### src/rtl/ps2_cmd_ctrl.sv
// PS/2 keyboard front end for the Life game: line filtering, 11-bit framing, E0/F0 prefix tracking, command decode.
// Optional feature: define PS2_PARITY_CHECK_EN to reject frames that fail the odd-parity check.
module ps2_cmd_ctrl #(
    parameter int unsigned FILTER_LEN  = 8,
    parameter int unsigned TIMEOUT_CYC = 50000
) (
    input  logic       clk_25mhz,
    input  logic       clr,
    input  logic       PS2C,
    input  logic       PS2D,
    output logic       key_valid,
    output logic [7:0] key_code,
    output logic       key_ext,
    output logic       key_break,
    output logic       cmd_valid,
    output logic [2:0] cmd,
    output logic       frame_err
);
    localparam int unsigned HIST_W = FILTER_LEN - 1;
    localparam int unsigned WDOG_W = $clog2(TIMEOUT_CYC + 1);

    typedef enum logic [1:0] {F_IDLE, F_BITS, F_CHECK} frame_state_t;
    typedef enum logic [1:0] {P_NORM, P_EXT, P_BRK, P_EXTBRK} prefix_state_t;

    logic                  r_c_meta, r_c_sync, r_d_meta, r_d_sync;
    logic [HIST_W-1:0]     r_c_hist, r_d_hist;
    logic                  r_c_filt, r_d_filt, r_c_filt_d;
    frame_state_t          r_fstate;
    prefix_state_t         r_pstate;
    logic [10:0]           r_shift;
    logic [3:0]            r_bit_cnt;
    logic [WDOG_W-1:0]     r_wdog;

    logic [FILTER_LEN-1:0] w_c_win, w_d_win;
    logic                  w_strobe;
    logic [7:0]            w_byte;
    logic                  w_par_ok, w_frame_ok, w_ext, w_brk;
    logic [2:0]            w_map_cmd;

    // The window includes the newest synchronised sample so the level moves 2+FILTER_LEN cycles after the pin.
    assign w_c_win  = {r_c_hist, r_c_sync};
    assign w_d_win  = {r_d_hist, r_d_sync};
    assign w_strobe = r_c_filt_d & ~r_c_filt;

    // Frame layout after 11 LSB-first shifts: [0]=start, [8:1]=data, [9]=parity, [10]=stop.
    assign w_byte = r_shift[8:1];
`ifdef PS2_PARITY_CHECK_EN
    assign w_par_ok = ^r_shift[9:1];
`else
    assign w_par_ok = 1'b1;
`endif
    assign w_frame_ok = ~r_shift[0] & r_shift[10] & w_par_ok;
    assign w_ext      = (r_pstate == P_EXT) || (r_pstate == P_EXTBRK);
    assign w_brk      = (r_pstate == P_BRK) || (r_pstate == P_EXTBRK);

    always_comb begin
        w_map_cmd = 3'd0;
        if (w_ext) begin
            case (w_byte)
                8'h75:   w_map_cmd = 3'd1;
                8'h72:   w_map_cmd = 3'd2;
                8'h6B:   w_map_cmd = 3'd3;
                8'h74:   w_map_cmd = 3'd4;
                default: w_map_cmd = 3'd0;
            endcase
        end else begin
            case (w_byte)
                8'h29:   w_map_cmd = 3'd5;
                8'h5A:   w_map_cmd = 3'd6;
                8'h21:   w_map_cmd = 3'd7;
                default: w_map_cmd = 3'd0;
            endcase
        end
    end

    always_ff @(posedge clk_25mhz) begin
        if (clr) begin
            r_c_meta   <= 1'b1;
            r_c_sync   <= 1'b1;
            r_d_meta   <= 1'b1;
            r_d_sync   <= 1'b1;
            r_c_hist   <= '1;
            r_d_hist   <= '1;
            r_c_filt   <= 1'b1;
            r_d_filt   <= 1'b1;
            r_c_filt_d <= 1'b1;
            r_fstate   <= F_IDLE;
            r_pstate   <= P_NORM;
            r_shift    <= '0;
            r_bit_cnt  <= '0;
            r_wdog     <= '0;
            key_valid  <= 1'b0;
            key_code   <= 8'h00;
            key_ext    <= 1'b0;
            key_break  <= 1'b0;
            cmd_valid  <= 1'b0;
            cmd        <= 3'd0;
            frame_err  <= 1'b0;
        end else begin
            r_c_meta   <= PS2C;
            r_c_sync   <= r_c_meta;
            r_d_meta   <= PS2D;
            r_d_sync   <= r_d_meta;
            r_c_hist   <= w_c_win[HIST_W-1:0];
            r_d_hist   <= w_d_win[HIST_W-1:0];
            if (&w_c_win)       r_c_filt <= 1'b1;
            else if (~|w_c_win) r_c_filt <= 1'b0;
            if (&w_d_win)       r_d_filt <= 1'b1;
            else if (~|w_d_win) r_d_filt <= 1'b0;
            r_c_filt_d <= r_c_filt;

            key_valid <= 1'b0;
            cmd_valid <= 1'b0;
            frame_err <= 1'b0;

            case (r_fstate)
                F_IDLE: begin
                    r_wdog <= '0;
                    if (w_strobe) begin
                        if (!r_d_filt) begin
                            r_shift   <= {r_d_filt, r_shift[10:1]};
                            r_bit_cnt <= 4'd1;
                            r_fstate  <= F_BITS;
                        end else begin
                            frame_err <= 1'b1;
                        end
                    end
                end
                F_BITS: begin
                    if (w_strobe) begin
                        r_shift   <= {r_d_filt, r_shift[10:1]};
                        r_bit_cnt <= r_bit_cnt + 4'd1;
                        r_wdog    <= '0;
                        if (r_bit_cnt == 4'd10) r_fstate <= F_CHECK;
                    end else if (r_wdog == WDOG_W'(TIMEOUT_CYC - 1)) begin
                        frame_err <= 1'b1;
                        r_fstate  <= F_IDLE;
                    end else begin
                        r_wdog <= r_wdog + WDOG_W'(1);
                    end
                end
                F_CHECK: begin
                    r_fstate <= F_IDLE;
                    if (!w_frame_ok) begin
                        frame_err <= 1'b1;
                    end else if (w_byte == 8'hE0) begin
                        if (r_pstate == P_NORM) r_pstate <= P_EXT;
                    end else if (w_byte == 8'hF0) begin
                        if (r_pstate == P_NORM)     r_pstate <= P_BRK;
                        else if (r_pstate == P_EXT) r_pstate <= P_EXTBRK;
                    end else begin
                        key_valid <= 1'b1;
                        key_code  <= w_byte;
                        key_ext   <= w_ext;
                        key_break <= w_brk;
                        r_pstate  <= P_NORM;
                        // Releases never issue game commands.
                        if (!w_brk && (w_map_cmd != 3'd0)) begin
                            cmd_valid <= 1'b1;
                            cmd       <= w_map_cmd;
                        end
                    end
                end
                default: r_fstate <= F_IDLE;
            endcase
        end
    end

endmodule

### config.mk
export PLATFORM = sky130hd
export DESIGN_NAME = ps2_cmd_ctrl
export DESIGN_NICKNAME = d
export VERILOG_FILES = /design/src/rtl/ps2_cmd_ctrl.sv
export SDC_FILE = /design/constraint.sdc
export NUM_CORES = 1
export LEC_CHECK = 0
export CORE_MARGIN = 3
export CORE_UTILIZATION = 39
export CTS_CLUSTER_SIZE = 12
export DETAILED_ROUTE_END_ITERATION = 10
export PLACE_DENSITY = 0.64
export SETUP_SLACK_MARGIN = 0.3
export SLEW_MARGIN = 10
export SYNTH_ARGS = -nofsm -noshare
export SYNTH_HDL_FRONTEND = slang
export SYNTH_SLANG_ARGS = --single-unit
### constraint.sdc
create_clock -name clk_25mhz -period 1.9 [get_ports clk_25mhz]
set_input_delay 0.19 -clock clk_25mhz [delete_from_list [all_inputs] [get_ports clk_25mhz]]
set_output_delay 0.19 -clock clk_25mhz [all_outputs]
set_load 0.01 [all_outputs]
==> flow_summary.json, run 1 <==
{
  "synth_flop_cell": "dfxtp_1",
  "clock.fmax_ghz": 0.532,
  "cts_buffers": 9,
  "diodes": 0,
  "endpoint_kind": "register",
  "die_area_um2": 9030,
  "clk_latency_ns": 0.34,
  "async_reset_ff_share_pct": 0,
  "clockBufferDepth": 2,
  "synth_top_area_share_pct": 46.6,
  "num_rows": 31,
  "die_y_um": 95.0,
  "nets": 407,
  "postSynthAreaPerCell_um2": 9.09,
  "drt_pre_antenna_iters": 4,
  "skew_ns": 0.00994,
  "holdWs_ns": 0.246,
  "run_status": "complete, no violations",
  "vias_per_cell": 5.28,
  "worst-r2r-setup-slack_ns": 0.02,
  "finalHoldViolations": 0,
  "min_from": "clr",
  "clockRootBuffer": "clkbuf_8",
  "drv_slew": 0,
  "syn_nets": 347,
  "post-route-util_pct": 55.5,
  "whs_endpoint": "frame_err$_SDFF_PP0_",
  "rsz0062_at_grt": "true",
  "cts.sinks": 72,
  "layout-drive-gt1-share_pct": 34.3,
  "worstRegToRegCells": 6,
  "power.density_nw_per_um2": 712,
  "worstPathRequired_ns": 2.13,
  "fin_crit_ns": 1.88,
  "cts_tree": "done",
  "timing.setup.tns_ns": 0,
  "arrival_ns": 2.11,
  "critPathMaxFanout": 5,
  "clk_pin_slew_ns": 0.08,
  "max_slew.worst_pin.slew_ns": 0.553,
  "syn_area_um2": 3090,
  "ys_seq_area_share_pct": 46.6,
  "synth-edff-count": 0,
  "finalCritPeriodShare_pct": 99.0,
  "htree_num_levels": 3,
  "core_area_um2": 7490,
  "vias": 2662,
  "reg2reg_from": "r_wdog[7]$_SDFFE_PP0P_",
  "netlist-cell-type-count": 62,
  "ys_seq_elements": 72,
  "place.gp.congestion": 0.810,
  "cts_hold_buf": 0,
  "io_pins": 20,
  "relSlewSlack_pct": 62.9,
  "antenna_found_initial": 0,
  "wl_per_cell_um": 13.1,
  "area_growth_pct": 34.5,
  "yosys_warnings": 0,
  "peakVddDrop_mv": 0.561,
  "die_x_um": 95.0,
  "initial_core_util_pct": 41.3,
  "start_kind": "register",
  "initialDrtViolationCount": 59,
  "synth_cells": 340,
  "route.antenna.remaining_nets": 0,
  "yosysTopAreaCell": "dfxtp_1",
  "grt_pass1_vias": 2416,
  "finalWirelength_um": 6600,
  "worst-setup-path-type": "register to register",
  "whs_path_depth": 2,
  "power.leakage_nw": 1.54,
  "timing.rr.end": "r_wdog[14]$_SDFFE_PP0P_",
  "grt_pass1_wl_um": 11100,
  "grt_max_degree": 32,
  "numPortBuffers": 19,
  "dp_hpwl_um": 4280,
  "synthTopCellsByArea": "dfxtp_1 (47%), nand2_1 (5.0%), or2_2 (4.0%)",
  "gr-total-overflow": 0,
  "max_cap_viol_count": 0,
  "worst_hold_path_type": "primary input to register",
  "drc": 0,
  "setup-violations-final": 0,
  "grt_use_total_pct": 15.6
}
==> per-stage QoR <==
| stage | total power [mW] | worst slack [ns] | instances | area, um2 |
|---|---|---|---|---|
| CTS | 3.00 | 0.0146 | 501 | 4030 |
| global route | 3.07 | -0.0562 | 504 | 4160 |
| global placement | 1.63 | -0.0202 | 476 | 3630 |
| detailed placement | 1.63 | -0.0540 | 476 | 3630 |
| finish | 2.96 | 0.0189 | 504 | 4160 |
| floorplan | 1.60 | -0.00719 | 340 | 3130 |
==> cell type report <==
type / count / area, um2
Clock buffer: 12 / 155
Clock inverter: 4 / 76.3
Fill cell: 671 / 3330
Inverter: 8 / 30.0
Multi-Input combinational cell: 242 / 1720
Sequential cell: 72 / 1470
Tap cell: 99 / 124
Timing Repair Buffer: 67 / 582
==> flip-flops by register name (all words and copies together), names as in the netlist <==
signal,count
r_wdog,16
r_shift,11
key_code,8
r_c_hist,7
r_d_hist,7
r_bit_cnt,4
cmd,3
r_fstate,2
r_pstate,2
cmd_valid,1
frame_err,1
key_break,1
key_ext,1
key_valid,1
r_c_filt,1
r_c_filt_d,1
r_c_meta,1
r_c_sync,1
r_d_filt,1
r_d_meta,1
r_d_sync,1
==> worst max-delay path, stage by stage (launching register included) <==
cell     delay [ns]
dfxtp_1        0.32
or4b_4         0.55
nor4_4         0.24
buf_4          0.17
or3_4          0.14
a31oi_1        0.04
o311a_1        0.31
==> cells in the mapped netlist (all sizes together) (8+ instances only) <==
| master | count |
|---|---|
| mux2i | 10 |
| a21oi | 23 |
| nor2 | 33 |
| inv | 8 |
| nand2 | 41 |
| clkbuf | 12 |
| dfxtp | 72 |
| nand3 | 16 |
| or2 | 20 |
==> layout by cell type, fill, tap and decap left out, drive strengths merged, types with 3 or more instances in the layout <==
cell type	Yosys	final
and3	3	3
dfxtp	72	72
a21oi	23	23
nand2	41	41
a211oi	6	6
nor4	5	5
o21ai	6	6
mux2i	10	10
or3	4	4
nor2b	5	5
clkbuf	12	12
clkdlybuf4s50	0	18
nor3	5	5
nand4	6	6
inv	8	8
a41oi	3	3
ha	3	3
or2	20	20
buf	6	49
nand3b	3	3
a31oi	6	6
nand3	16	16
xnor2	4	4
nor2	33	33
==> timing repair <==
action	in CTS	in global routing
endpoints found under the setup margin	33	32
resized for setup	23	22
pin swaps	14	8
buffers inserted	9	3
==> kinds of logic after synthesis <==
| kind of cell | share of synthesized area (%) |
|---|---|
| muxes | 3.24 |
| and+or+nand+nor | 27.3 |
| AOI/OAI and AO/OA | 16.0 |
| adders and majority gates | 1.21 |
| buffers and inverters | 4.21 |
| xor gates and xnor gates | 1.42 |
| DFF | 46.6 |
==> power breakdown <==
part           total (mW)  internal (mW)  switching (mW)
registers            1.52           1.51         0.00677
logic              0.0680         0.0314          0.0366
clock network        1.37          0.814           0.555
==> routing by layer <==
layer / routed length (um) / track usage, % / vias to the layer above
met3: 211 / 4.74 / 11
met1: 3150 / 19.9 / 1262
met2: 3140 / 25.2 / 41
met5: 0 / 0 / -
met4: 93 / 5.17 / 0
li1: - / - / 1348
==> how the worst max path moves through the flow <==
stage                                    to                   start  depth (start not counted)  slack [ns]
global placement     r_wdog[1]$_SDFFE_PP0P_  r_wdog[4]$_SDFFE_PP0P_                          6       -0.02
floorplan            r_wdog[1]$_SDFFE_PP0P_  r_wdog[4]$_SDFFE_PP0P_                          6      -0.007
global route         r_wdog[1]$_SDFFE_PP0P_  r_wdog[7]$_SDFFE_PP0P_                          6       -0.06
finish              r_wdog[14]$_SDFFE_PP0P_  r_wdog[7]$_SDFFE_PP0P_                          6        0.02
CTS                  r_wdog[1]$_SDFFE_PP0P_  r_wdog[7]$_SDFFE_PP0P_                          6        0.01
detailed placement  r_wdog[15]$_SDFFE_PP0P_  r_wdog[0]$_SDFFE_PP0P_                          7       -0.05
Note: power is estimated with default switching activity, not from simulation.
==> run 2, diff against run 1 <==
--- a/config.mk
+++ b/config.mk
@@ -5,11 +5,12 @@
 export SDC_FILE = /design/constraint.sdc
 export NUM_CORES = 1
 export LEC_CHECK = 0
-export CORE_MARGIN = 3
+export CORE_MARGIN = 4
 export CORE_UTILIZATION = 39
 export CTS_CLUSTER_SIZE = 12
 export DETAILED_ROUTE_END_ITERATION = 10
-export PLACE_DENSITY = 0.64
+export DONT_BUFFER_PORTS = 1
+export PLACE_DENSITY = 0.6
 export SETUP_SLACK_MARGIN = 0.3
 export SLEW_MARGIN = 10
 export SYNTH_ARGS = -nofsm -noshare
==> flow_summary.json, run 2 (synthesized netlist as in run 1, its figures left out) <==
{
  "run_status": "complete, but fails checks",
  "violations": "setup timing",
  "setup_slack_ns": -0.0304,
  "layout_common_cells": "dfxtp_1 (59), buf_4 (39), nand2_1 (38), nor2_1 (33), or2_2 (20)",
  "grt_use_total_pct": 15.1,
  "initial_core_util_pct": 40.0,
  "endpoint_kind": "register",
  "fin_crit_ns": 1.93,
  "cts_tree": "done",
  "clockRootBuffer": "clkbuf_8",
  "vias_per_cell": 5.33,
  "timing.setup.tns_ns": -0.0481,
  "place.gp.congestion": 0.824,
  "start_kind": "register",
  "clk_latency_ns": 0.35,
  "multi_input_area_um2": 1730,
  "relSlewSlack_pct": 62.1,
  "gr-total-overflow": 0,
  "max_slew.worst_pin.slew_ns": 0.565,
  "finalHoldViolations": 0,
  "reg_top3": "r_wdog: 16 flops, r_shift: 11 flops, key_code: 8 flops",
  "finalCritPeriodShare_pct": 102,
  "setup-violations-final": 4,
  "largest_reg_flops": 16,
  "power.leakage_nw": 1.51,
  "wl_per_cell_um": 14.3,
  "vias": 2597,
  "worstPathRequired_ns": 2.14,
  "finalWirelength_um": 6950,
  "htree_num_levels": 3,
  "clk_pin_slew_ns": 0.08,
  "power.density_nw_per_um2": 799,
  "grt_max_degree": 60,
  "nets": 387,
  "final_common_cell": "dfxtp_1",
  "numPortBuffers": 0,
  "antenna_found_initial": 0,
  "max_cap_viol_count": 0,
  "arrival_ns": 2.17,
  "initialDrtViolationCount": 116,
  "power_mw": 3.20,
  "grt_pass1_wl_um": 11800,
  "seqCellArea_um2": 1460,
  "critPathMaxFanout": 4,
  "die_y_um": 97.0,
  "rsz0062_at_grt": "true",
  "worst_hold_path_type": "primary input to register",
  "drt_pre_antenna_iters": 4,
  "clock.fmax_ghz": 0.518,
  "dp_hpwl_um": 4350,
  "core_area_um2": 7730,
  "worst-setup-path-type": "register to register",
  "grt_pass1_vias": 2490,
  "drc": 0,
  "die_area_um2": 9410,
  "regMostFlops": "r_wdog",
  "layout-drive-gt1-share_pct": 35.6,
  "cts.sinks": 72,
  "cts_buffers": 9,
  "worst-r2r-setup-slack_ns": -0.03,
  "clockBufferDepth": 2,
  "skew_ns": 0.00907,
  "diodes": 0,
  "peakVddDrop_mv": 0.384,
  "area_growth_pct": 29.6,
  "io_pins": 20,
  "die_x_um": 97.0,
  "fillCellCount": 714,
  "drv_slew": 0,
  "num_rows": 32,
  "route.antenna.remaining_nets": 0
}
## run 2: cell types whose count changed in the layout (fill, tap and decap cells not counted), moves of 3 or more
cell / previous run / this run
nand2_1: 41 / 38
clkdlybuf4s50_1: 18 / 0
buf_4: 43 / 39
nand2_2: 0 / 3
dfxtp_4: 4 / 1
## run 2: cell type report
cell class              count  share of cell area [%]
flip-flops and latches     72                    36.5
inverters                   8                   0.750
clock buffers              10                    3.44
repair buffers             46                    9.62
well taps                 102                    3.19
clock inverters             6                    3.25
multi-input cells         243                    43.3
## run 2: timing repair
action,in CTS,in global routing
gates resized for setup,35,10
pin swaps,14,8
hold endpoints to repair,59,0
setup buffers,3,2
cloned,1,0
hold buffers,3,0
endpoints found under the setup margin,32,31
## run 2: power breakdown
group          switching (mW)  internal (mW)  leakage (nW)
combinational          0.0298         0.0221         0.790
clock                   0.585           1.04         0.136
sequential            0.00970           1.52         0.589
## run 2: worst paths after layout
path,start,endpoint,cells after the start
max,r_wdog[10]$_SDFFE_PP0P_,r_wdog[14]$_SDFFE_PP0P_,6
min,clr,cmd[1]$_SDFFE_PP0P_,3
max reg2reg,r_wdog[10]$_SDFFE_PP0P_,r_wdog[14]$_SDFFE_PP0P_,6
min reg2reg,r_d_meta$_SDFF_PP1_,r_d_sync$_SDFF_PP1_,1
## run 2: metrics by stage
step | worst slack [ns] | hold WS [ns] | cells | instance area (um2) | util, %
final | -0.0304 | 0.0842 | 487 | 4010 | 51.8
after global placement | -0.0464 | 0.268 | 462 | 3440 | 44.5
after global routing | -0.125 | 0.0731 | 487 | 4010 | 51.8
after CTS | -0.0388 | 0.0602 | 485 | 3940 | 51.0
after floorplan | -0.00719 | 0.294 | 340 | 3130 | -
after detailed placement | -0.0921 | 0.267 | 462 | 3440 | 44.5
## run 2: critical path: stages, from the launching register on
cell,delay (ns)
dfxtp_2,0.32
or4b_4,0.55
nor4_4,0.29
buf_4,0.19
or3_4,0.13
a31oi_1,0.04
o311a_1,0.30
## run 2: layer usage
layer,vias to the layer above,share of wire [%],track usage (%)
met1,1248,47,19.6
met4,0,1.3,4.75
li1,1302,-,-
met3,11,3.4,4.76
met2,36,48,24.0
met5,-,0,0
==> run 3, diff against run 2 <==
--- a/config.mk
+++ b/config.mk
@@ -6,11 +6,12 @@
 export NUM_CORES = 1
 export LEC_CHECK = 0
 export CORE_MARGIN = 4
-export CORE_UTILIZATION = 39
+export CORE_UTILIZATION = 25
 export CTS_CLUSTER_SIZE = 12
 export DETAILED_ROUTE_END_ITERATION = 10
 export DONT_BUFFER_PORTS = 1
-export PLACE_DENSITY = 0.6
+export GPL_ROUTABILITY_DRIVEN = 0
+export PLACE_DENSITY = 0.45
 export SETUP_SLACK_MARGIN = 0.3
 export SLEW_MARGIN = 10
 export SYNTH_ARGS = -nofsm -noshare
==> flow_summary.json, run 3 (synthesized netlist as in run 1, its figures left out) <==
{
  "layout_common_cells": "dfxtp_1 (59), nand2_1 (41), buf_4 (38), nor2_1 (33), or2_2 (20)",
  "finalWirelength_um": 7030,
  "power_mw": 3.31,
  "fin_crit_ns": 1.87,
  "diodes": 0,
  "nets": 387,
  "timing.rr.end": "r_wdog[8]$_SDFFE_PP0P_",
  "antenna_found_initial": 0,
  "gr-total-overflow": 0,
  "vias_per_cell": 4.57,
  "grt_pass1_vias": 2333,
  "die_x_um": 119,
  "drt_pre_antenna_iters": 4,
  "die_area_um2": 14200,
  "skew_ns": 0.00708,
  "die_y_um": 119,
  "initial_core_util_pct": 25.6,
  "dp_hpwl_um": 4610,
  "worst_hold_path_type": "primary input to register",
  "worst-r2r-setup-slack_ns": 0.03,
  "cts_tree": "done",
  "placed_cell_area_um2": 3530,
  "clockRootBuffer": "clkbuf_16",
  "area_growth_pct": 34.0,
  "endpoint_kind": "register",
  "layout-drive-gt1-share_pct": 35.1,
  "holdWs_ns": 0.0109,
  "worst-setup-path-type": "register to register",
  "numPortBuffers": 0,
  "wl_per_cell_um": 12.7,
  "clock.fmax_ghz": 0.536,
  "grt_pass1_wl_um": 11600,
  "drc": 0,
  "place_ws_ns": -0.0347,
  "crit_top_cell": "buf_4",
  "fin_area_um2": 4140,
  "setup-violations-final": 0,
  "power.leakage_nw": 1.50,
  "cts.sinks": 72,
  "slowest_delay_ns": 0.36,
  "relSlewSlack_pct": 61.6,
  "final_common_cell": "dfxtp_1",
  "drv_slew": 0,
  "fillCellCount": 1239,
  "largest_reg_flops": 16,
  "reg_top3": "r_wdog: 16 flops, r_shift: 11 flops, key_code: 8 flops",
  "initialDrtViolationCount": 95,
  "worstPathRequired_ns": 2.15,
  "power.density_nw_per_um2": 799,
  "grt_max_degree": 59,
  "cts_buffers": 9,
  "rsz0062_at_grt": "true",
  "min_from": "clr",
  "worstRegToRegCells": 8,
  "route.antenna.remaining_nets": 0,
  "whs_endpoint": "cmd[1]$_SDFFE_PP0P_",
  "peakVddDrop_mv": 0.364,
  "htree_num_levels": 3,
  "io_pins": 20,
  "finalCritPeriodShare_pct": 98.2,
  "max_slew.worst_pin.slew_ns": 0.561,
  "critPathSlowestCell": "or3_4",
  "setup_slack_ns": 0.0343,
  "whs_path_depth": 1,
  "regMostFlops": "r_wdog",
  "reg2reg_from": "r_wdog[1]$_SDFFE_PP0P_",
  "timing.setup.tns_ns": 0,
  "clockBufferDepth": 2,
  "core_area_um2": 12100,
  "max_cap_viol_count": 0,
  "cp_cell_sequence": "ha_4 > nand3_4 > nor4_4 > buf_4 > or3_4 > buf_4 > or3_1 > a31oi_1",
  "arrival_ns": 2.12,
  "num_rows": 40,
  "grt_use_total_pct": 10.2,
  "finalHoldViolations": 0,
  "clk_pin_slew_ns": 0.06,
  "vias": 2527,
  "start_kind": "register",
  "clk_latency_ns": 0.33,
  "critPathMaxFanout": 5,
  "run_status": "complete, no violations"
}
## run 3: how the worst max path moves through the flow
stage                                 from                      end  cells after the start
floorplan           r_wdog[4]$_SDFFE_PP0P_   r_wdog[1]$_SDFFE_PP0P_                      6
global placement    r_wdog[4]$_SDFFE_PP0P_  r_wdog[13]$_SDFFE_PP0P_                      6
detailed placement  r_wdog[4]$_SDFFE_PP0P_  r_wdog[13]$_SDFFE_PP0P_                      6
CTS                 r_wdog[7]$_SDFFE_PP0P_  r_wdog[14]$_SDFFE_PP0P_                      6
global route        r_wdog[9]$_SDFFE_PP0P_  r_wdog[14]$_SDFFE_PP0P_                      7
finish              r_wdog[1]$_SDFFE_PP0P_   r_wdog[8]$_SDFFE_PP0P_                      8
## run 3: layout make-up
type / count / area (um2) / area share, %
clock buffer: 11 / 253 / 6.10
clock inverter: 5 / 55.1 / 1.33
inverter: 8 / 30.0 / 0.725
multi-input combinational: 242 / 1720 / 41.6
sequential: 72 / 1460 / 35.3
tap: 168 / 210 / 5.08
timing repair buffer: 47 / 409 / 9.88
## run 3: metrics by stage
| step | cells | utilization (%) |
|---|---|---|
| after floorplan | 340 | - |
| after global placement | 528 | 29.3 |
| after detailed placement | 528 | 29.3 |
| after CTS | 551 | 33.5 |
| after global routing | 553 | 34.3 |
| final | 553 | 34.3 |
## run 3: worst max-delay path: cells and delay by family (launching register included)
| kind | cells | cell delay (ns) |
|---|---|---|
| AOI/OAI and AO/OA | 1 | 0.14 |
| adders and majority gates | 1 | 0.17 |
| buffers and inverters | 2 | 0.30 |
| and+or+nand+nor | 4 | 0.84 |
| DFF | 1 | 0.34 |
## run 3: power by group
group	switching, mW	leakage, nW	internal, mW
combinational	0.0306	0.768	0.0251
sequential	0.0103	0.589	1.52
clock	0.640	0.148	1.08
## run 3: metal layers
| metal | track usage [%] | wire length [um] |
|---|---|---|
| met5 | 0 | 0 |
| met4 | 5.00 | 142 |
| met3 | 2.42 | 140 |
| met2 | 15.7 | 3230 |
| met1 | 13.3 | 3520 |
## run 3: what timing repair did
| action | 4_1_cts | 5_1_grt |
|---|---|---|
| pin swaps | 16 | 11 |
| endpoints found under the hold margin | 58 | 0 |
| gates resized for setup | 26 | 17 |
| endpoints found under the setup margin | 35 | 32 |
| buffers inserted | 4 | 2 |
| hold buffers | 3 | 0 |
